File: src/rtl/sfif_tag_pool.sv
// rtl/sfif_tag_pool.sv - non-posted tag pool with per-tag completion tracking and timeout
module sfif_tag_pool #(
  parameter int NUM_TAGS = 32,
  parameter int TAG_W    = 5,
  parameter int LEN_W    = 10,
  parameter int TO_W     = 16,
  parameter int TIMEOUT  = 50000
) (
  input  logic             clk_125,
  input  logic             rstn,
  input  logic             flush,
  input  logic             alloc_req,
  input  logic [LEN_W-1:0] alloc_len,
  output logic             alloc_gnt,
  output logic [TAG_W-1:0] alloc_tag,
  output logic             tag_avail,
  input  logic             cpl_val,
  input  logic [TAG_W-1:0] cpl_tag,
  input  logic [LEN_W-1:0] cpl_len,
  output logic             done_val,
  output logic [TAG_W-1:0] done_tag,
  output logic             to_val,
  output logic [TAG_W-1:0] to_tag,
  output logic             cpl_err,
  output logic [TAG_W:0]   outstanding
);
  localparam logic [TO_W-1:0] AGE_LAST = TO_W'(TIMEOUT - 1);

  logic [NUM_TAGS-1:0] busy, busy_n, expired, expired_n, retire;
  logic [LEN_W:0]      rem   [NUM_TAGS];
  logic [LEN_W:0]      rem_n [NUM_TAGS];
  logic [TO_W-1:0]     age   [NUM_TAGS];
  logic [TO_W-1:0]     age_n [NUM_TAGS];
  logic [LEN_W:0]      alloc_dw, cpl_dw;
  logic                done_n, to_n, err_n, cpl_hit;
  logic [TAG_W-1:0]    done_tag_n, to_tag_n, to_sel;
  logic [TAG_W:0]      count_n;

  // A zero length field means the maximum 2**LEN_W DW.
  assign alloc_dw  = (alloc_len == '0) ? {1'b1, {LEN_W{1'b0}}} : {1'b0, alloc_len};
  assign cpl_dw    = (cpl_len == '0) ? {1'b1, {LEN_W{1'b0}}} : {1'b0, cpl_len};
  assign tag_avail = ~&busy;
  assign alloc_gnt = alloc_req & tag_avail & ~flush;

  always_comb begin
    alloc_tag = '0;
    for (int i = NUM_TAGS - 1; i >= 0; i--)
      if (!busy[i]) alloc_tag = TAG_W'(i);
  end

  always_comb begin
    busy_n     = busy;
    expired_n  = expired;
    rem_n      = rem;
    age_n      = age;
    retire     = '0;
    cpl_hit    = 1'b0;
    done_n     = 1'b0;
    err_n      = 1'b0;
    done_tag_n = done_tag;
    to_sel     = '0;
    for (int i = 0; i < NUM_TAGS; i++)
      if (busy[i] && !expired[i]) begin
        if (age[i] == AGE_LAST) expired_n[i] = 1'b1;
        else                    age_n[i] = age[i] + 1'b1;
      end
    for (int i = 0; i < NUM_TAGS; i++)
      if (cpl_val && busy[i] && cpl_tag == TAG_W'(i)) begin
        cpl_hit = 1'b1;
        if (cpl_dw < rem[i]) begin
          rem_n[i] = rem[i] - cpl_dw;
        end else begin
          retire[i]    = 1'b1;
          busy_n[i]    = 1'b0;
          expired_n[i] = 1'b0;
          done_n       = 1'b1;
          done_tag_n   = cpl_tag;
          err_n        = (cpl_dw > rem[i]);
        end
      end
    if (cpl_val && !cpl_hit) err_n = 1'b1;
    // A tag retired by its final completion this cycle drops its pending timeout report.
    to_n = |(expired & ~retire);
    for (int i = NUM_TAGS - 1; i >= 0; i--)
      if (expired[i] && !retire[i]) to_sel = TAG_W'(i);
    to_tag_n = to_n ? to_sel : to_tag;
    for (int i = 0; i < NUM_TAGS; i++)
      if (to_n && to_sel == TAG_W'(i)) begin
        busy_n[i]    = 1'b0;
        expired_n[i] = 1'b0;
      end
    for (int i = 0; i < NUM_TAGS; i++)
      if (alloc_gnt && alloc_tag == TAG_W'(i)) begin
        busy_n[i]    = 1'b1;
        expired_n[i] = 1'b0;
        age_n[i]     = '0;
        rem_n[i]     = alloc_dw;
      end
    count_n = '0;
    for (int i = 0; i < NUM_TAGS; i++)
      count_n = count_n + (TAG_W + 1)'(busy_n[i]);
  end

  always_ff @(posedge clk_125 or negedge rstn) begin
    if (!rstn) begin
      busy        <= '0;
      expired     <= '0;
      done_val    <= 1'b0;
      done_tag    <= '0;
      to_val      <= 1'b0;
      to_tag      <= '0;
      cpl_err     <= 1'b0;
      outstanding <= '0;
      for (int i = 0; i < NUM_TAGS; i++) begin
        rem[i] <= '0;
        age[i] <= '0;
      end
    end else if (flush) begin
      busy        <= '0;
      expired     <= '0;
      done_val    <= 1'b0;
      done_tag    <= '0;
      to_val      <= 1'b0;
      to_tag      <= '0;
      cpl_err     <= 1'b0;
      outstanding <= '0;
      for (int i = 0; i < NUM_TAGS; i++) begin
        rem[i] <= '0;
        age[i] <= '0;
      end
    end else begin
      busy        <= busy_n;
      expired     <= expired_n;
      done_val    <= done_n;
      done_tag    <= done_tag_n;
      to_val      <= to_n;
      to_tag      <= to_tag_n;
      cpl_err     <= err_n;
      outstanding <= count_n;
      for (int i = 0; i < NUM_TAGS; i++) begin
        rem[i] <= rem_n[i];
        age[i] <= age_n[i];
      end
    end
  end
endmodule

File: config.mk
export PLATFORM = sky130hd
export DESIGN_NAME = sfif_tag_pool
export DESIGN_NICKNAME = d
export VERILOG_FILES = /design/src/rtl/sfif_tag_pool.sv
export SDC_FILE = /design/constraint.sdc
export NUM_CORES = 2
export LEC_CHECK = 0
export CORE_MARGIN = 3
export CORE_UTILIZATION = 46
export DETAILED_ROUTE_END_ITERATION = 8
export PLACE_DENSITY = 0.69
export SYNTH_ARGS = -nofsm -noshare
export SYNTH_HDL_FRONTEND = slang
export SYNTH_SLANG_ARGS = --single-unit
File: constraint.sdc
create_clock -name clk_125 -period 15.29 [get_ports clk_125]
set_input_delay 1.529 -clock clk_125 [delete_from_list [all_inputs] [get_ports clk_125]]
set_output_delay 1.529 -clock clk_125 [all_outputs]
set_load 0.1 [all_outputs]
Word-level counts from Yosys, hierarchy flattened
Index checks and enable logic that the tools add are counted.
{ "totals": {"rom_bits": 0, "mem_count": 0, "word_cells": 1696, "inputBits": 30, "out_inout_bits": 26, "latchBits": 0, "mem_bits_rw": 0, "register_bits": 947} }
{ "op_classes": {"muxes": 876, "n_div": 0, "n_eq_ne": 157, "n_shift": 0, "n_bitwise": 5, "n_reduce_logical": 427, "mul": 0, "n_addsub": 95, "magnitude_cmp": 64} }
{ "ops": {"columns": ["cell", "count"], "rows": [
  ["$mux W16", 96],
  ["$mux W11", 98],
  ["$mux W5", 131],
  ["$mux W1", 546],
  ["$add A16 B1 Y16 const B", 32],
  ["$eq A16 B16 Y1 const B", 32],
  ["$mux W512", 1],
  ["$gt A11 B11 Y1", 32],
  ["$lt A11 B11 Y1", 32],
  ["$mux W352", 1],
  ["$sub A11 B11 Y11", 32],
  ["$reduce_bool A3 Y1", 96],
  ["$eq A5 B5 Y1 const B", 48],
  ["$logic_and A1 B1 Y1", 193],
  ["$add A6 B1 Y6", 26],
  ["$reduce_and A2 Y1", 64],
  ["$eq A5 B4 Y1 const B", 24],
  ["$ne A3 B2 Y1 const B", 32],
  ["$logic_not A1 Y1", 66],
  ["$mux W32", 2],
  ["$eq A5 B3 Y1 const B", 12],
  ["$and A32 B32 Y32", 1],
  ["$not A32 Y32", 1],
  ["$reduce_and A32 Y1", 1],
  ["other kinds (14)", 25]
]} }

Logic depth before layout (Yosys ltp)
{ "logic_depth": {"depth_word": 75, "depth_mapped": 32, "depth_no_buf": 30} }

Worst setup path after synthesis
No wires, ideal clock.
{ "synth_timing": {"kind": "input to register", "startpoint": "input port cpl_len[9]", "endpoint": "register outstanding[4]", "arrival_ps": 10720, "path_stages": 28, "path_slack_ps": 4439, "required_ps": 15158, "n_path_buf": 1, "cell_sequence": "inv_1 -> nand4_1 -> ha_1 -> and3_1 -> nand3_1 -> or3_1 -> a221o_1 -> and2_1 -> or3b_1 -> buf_2 -> nor4_4 -> or3b_1 -> o31ai_1 -> nand2_1 -> fa_1 -> fa_1 -> inv_1 -> fa_1 -> fa_1 -> fa_1 -> inv_1 -> fa_1 -> ha_1 -> fa_1 -> a21o_1 -> a21oi_1 -> xor2_1 -> nor2_1"} }
{ "synth_via": {"elab_chain_cells": 75, "word_cells_on_any_way": 421, "classes_between": "add/sub: 31; order compare: 32; eq/ne: 31; mux: 226; bitwise: 2; reduce/logical: 99"} }
{ "synth_rtl": {"columns": ["item", "line", "text"], "rows": [
  ["start: declaration", "19", "input logic [LEN_W-1:0] cpl_len,"],
  ["$logic_not A10 Y1", "41", "assign cpl_dw = (cpl_len == '0) ? {1'b1, {LEN_W{1'b0}}} : {1'b0, cpl_len};"],
  ["$mux W11 *", "41", null],
  ["$lt A11 B11 Y1", "70", "if (cpl_dw < rem[i]) begin"],
  ["$mux W1", "70", null],
  ["$mux W1", "68", "if (cpl_val && busy[i] && cpl_tag == TAG_W'(i)) begin"],
  ["$logic_not A1 Y1", "85", "if (expired[i] && !retire[i]) to_sel = TAG_W'(i);"],
  ["$logic_and A1 B1 Y1", "85", null],
  ["$mux W5 (32 in a row)", "85", null],
  ["(+4 left out)", null, null],
  ["$add A1 B1 Y2", "101", "count_n = count_n + (TAG_W + 1)'(busy_n[i]);"],
  ["$add A2 B1 Y3", "101", null],
  ["$add A3 B1 Y4", "101", null],
  ["$add A4 B1 Y5", "101", null],
  ["$add A5 B1 Y6", "101", null],
  ["$add A6 B1 Y6 (25 in a row)", "101", null],
  ["$add A6 B1 Y6 *", "101", null],
  ["$mux W6 *", "118", "end else if (flush) begin"],
  ["end signal: assignment", "139", "outstanding <= count_n;"],
  ["end: declaration", "25", "output logic [TAG_W:0] outstanding"]
]} }
Every way passes the cells marked *; elsewhere a longest branch is shown, timed or not.
A chain may end at the register's enable or synchronous reset.

Worst setup path in the final report
{ "layout_timing": {"startpoint": "input port cpl_len[8]", "endpoint": "register outstanding[4]"} }
Same word-level chain as after synthesis.

==> results.cfg <==
[cts]
clk_latency_ns = 0.77
cts_buffers = 108
path_clk_slew_ns = 0.06
cts_setup_buffers = 0
tritoncts = done
cts_max_level = 3
clock-root-buffer = clkbuf_16
clock_path_buffers = 3
numClockSinks = 947
cts_hold_buf = 0
cts_resized = 0

[setup_path]
cp_data_arrival_time_ns = 11.90
cp-endpoint = outstanding[4]
end_kind = flip-flop
slowest_delay_ns = 0.74
reg2reg_to = outstanding[4]
critPathLaunch = cpl_len[8]
cp_slowest_cell = nor4_4
cp.required_ns = 15.87
ff2ff_setup_slack_ns = 6.13
path_class = primary input to flip-flop
crit_top_cell = fa_1
reg2reg_depth = 27
cp-start-kind = primary input
r2r-start = busy[30]
crit_path_max_fanout = 33

[floorplan]
initial_utilization = 0.466
io_pins = 56
core_mm2 = 0.138
dieArea_mm2 = 0.144
die_w_um = 380
dieHeight_um = 380
rows = 136

[layout]
fin_area_mm2 = 0.0709
drive_above_1_share = 0.0543
syn_to_final_growth_pct = 10.2
fin_nets = 7852
fin_cells = 9331

[sta]
rsz0062_at_grt = false
whs_ns = 0.486
max_freq_mhz = 88.3
slew_viol_final = 0
slew_headroom = 0.143
setup_viol = 0
final-hold-violation-count = 0
worst_pin_slew_ns = 1.27
timing.final.crit_share = 0.740
period_minus_slack_ns = 11.32
fin_tns_setup_ns = 0
fin_skew_ns = 0.0566

[power_and_ir_drop]
p_leak_nw = 31.3
ir_drop_uv = 82.9
powerDensity_mw_per_mm2 = 82.4

[placement]
place_area_mm2 = 0.0671
hpwl_mm = 144
place_inst = 9128
globalplace.congestion = 1.00
port_buffers = 55

[synthesis]
ys_seq_elements = 947
yosysWarnings = 0
synth-seq-area-share = 0.368
synthFlopType = dfrtp_1
synthCells = 7360
syn_nets = 7837
syn_area_mm2 = 0.0643
postSynthAreaPerCell_um2 = 8.74
async_reset_ff_frac = 1.00
synth_cell_types = 91
synth_edf_count = 0

[drt]
avgRoutedWirePerCell_um = 22.5
ant_nets = 0
first_pass_iters = 6
wirelength_mm = 210
drt_iter0_markers = 5292
vias_per_cell = 6.06
drc = 0
vias = 56500

[outcome]
status = completed

[hold_path]
hold_path.class = flip-flop to flip-flop

[global_route]
grt_pass1_vias = 54700
grt_max_degree = 164
grt.total_usage = 0.284
grt-ovfl-total = 0
antenna_found_initial = 5
grt_pass1_wl_mm = 324

[job]
drv_cap = 0
## power by group
group          switching [mW]  internal (mW)  total [mW]
clock network            1.15           1.63        2.78
logic                   0.379          0.156       0.534
registers             0.00959           2.52        2.53
total                    1.54           4.30        5.84
## placed cells by master (no fill, tap or decap), drive strengths merged, types with 46 or more instances in the layout
master  count
a211oi    233
a21o      101
a21oi     454
a22oi      52
a31oi      47
and2       52
and3      112
and4       47
buf       133
clkbuf    147
dfrtp     947
fa         56
ha        391
inv       252
mux2i     175
nand2     614
nand2b     46
nand3     271
nand4     203
nor2     1131
nor2b      81
nor3      148
nor4       61
o211ai     53
o21a       63
o21ai     247
o21bai     84
or3        48
xnor2     312
xor2      415
## metrics by stage
| stage | utilization | setup WS, ns | power (mW) |
|---|---|---|---|
| floorplan | - | 4.44 | 2.89 |
| detailed placement | 0.486 | 3.43 | 3.10 |
| finish | 0.513 | 3.97 | 5.84 |
| CTS | 0.513 | 4.20 | 5.88 |
| global placement | 0.486 | 3.58 | 3.09 |
| global route | 0.513 | 3.70 | 6.04 |
## synthesized netlist by cell type (19+ instances only)
library cell  instances  area (um2)
nor2_1             1131        4250
o21ai_0             237        1190
and4_1               47         412
a21o_1              101         758
a211oi_1            233        1750
o31ai_1              30         225
or4_1                21         158
ha_1                391        4890
nand4_1             203        1270
nand3_1             269        1350
xnor2_1             312        2730
and3_1              112         701
nor3_1              148         741
o31a_1               27         236
nor4_1               60         375
nor3b_1              31         233
clkbuf_1            238         893
or4b_2               22         220
and2_1               52         325
nand2b_1             46         288
o21a_1               63         473
o211ai_1             53         398
buf_1                21        78.8
a311oi_1             24         210
a22oi_1              50         375
a21boi_0             19         143
mux2i_1             175        1750
fa_1                 56        1120
nand2_1             614        2300
dfrtp_1             947       23700
xor2_1              415        3630
o21bai_1             84         631
a31oi_1              47         294
inv_1               248         931
or3_1                48         300
a21oi_1             454        2270
nor2b_1              81         507
## critical path, delay by kind of cell
kind	cells	cell delay, ns
compound gates	4	1.00
xor+xnor	1	0.17
fa+ha+maj	9	4.21
buf+inv	6	1.67
simple gates	10	3.24
## state kept, by name (all words and copies together) (netlist names)
register,count
to_tag,5
busy,32
rem,352
done_val,1
done_tag,5
expired,32
age,512
cpl_err,1
outstanding,6
to_val,1
## area by class of cell
cell class | count | area (um2)
inverter | 248 | 933
fill | 12700 | 67300
multi-input combinational | 5895 | 38700
tap | 1863 | 2330
sequential | 947 | 23700
timing repair buffer | 175 | 1430
antenna | 5 | 12.5
clock inverter | 51 | 693
clock buffer | 147 | 3070
## worst min-delay path by stage
stage,to,startpoint,depth (start not counted),slack [ns]
after floorplan,rem[341],rem[341],2,0.45
final,rem[341],rem[341],2,0.49
after global placement,rem[341],rem[341],2,0.46
after detailed placement,rem[347],rem[347],2,0.48
after global routing,rem[341],rem[341],2,0.52
after CTS,rem[347],rem[347],2,0.49
## cells by family after synthesis
group / count (synthesis) / synth area share
xor gates and xnor gates: 727 / 0.0990
AOI/OAI and AO/OA: 1578 / 0.161
and+or+nand+nor: 2964 / 0.220
muxes: 179 / 0.0279
adders and majority gates: 447 / 0.0935
DFF: 947 / 0.368
buffers and inverters: 518 / 0.0305
## metal layers
| layer | track usage | wire, um |
|---|---|---|
| met5 | 0 | 26 |
| met4 | 0.130 | 10800 |
| met3 | 0.0472 | 15500 |
| met2 | 0.446 | 93000 |
| met1 | 0.386 | 90600 |
Note: power is estimated with default switching activity, not from simulation.
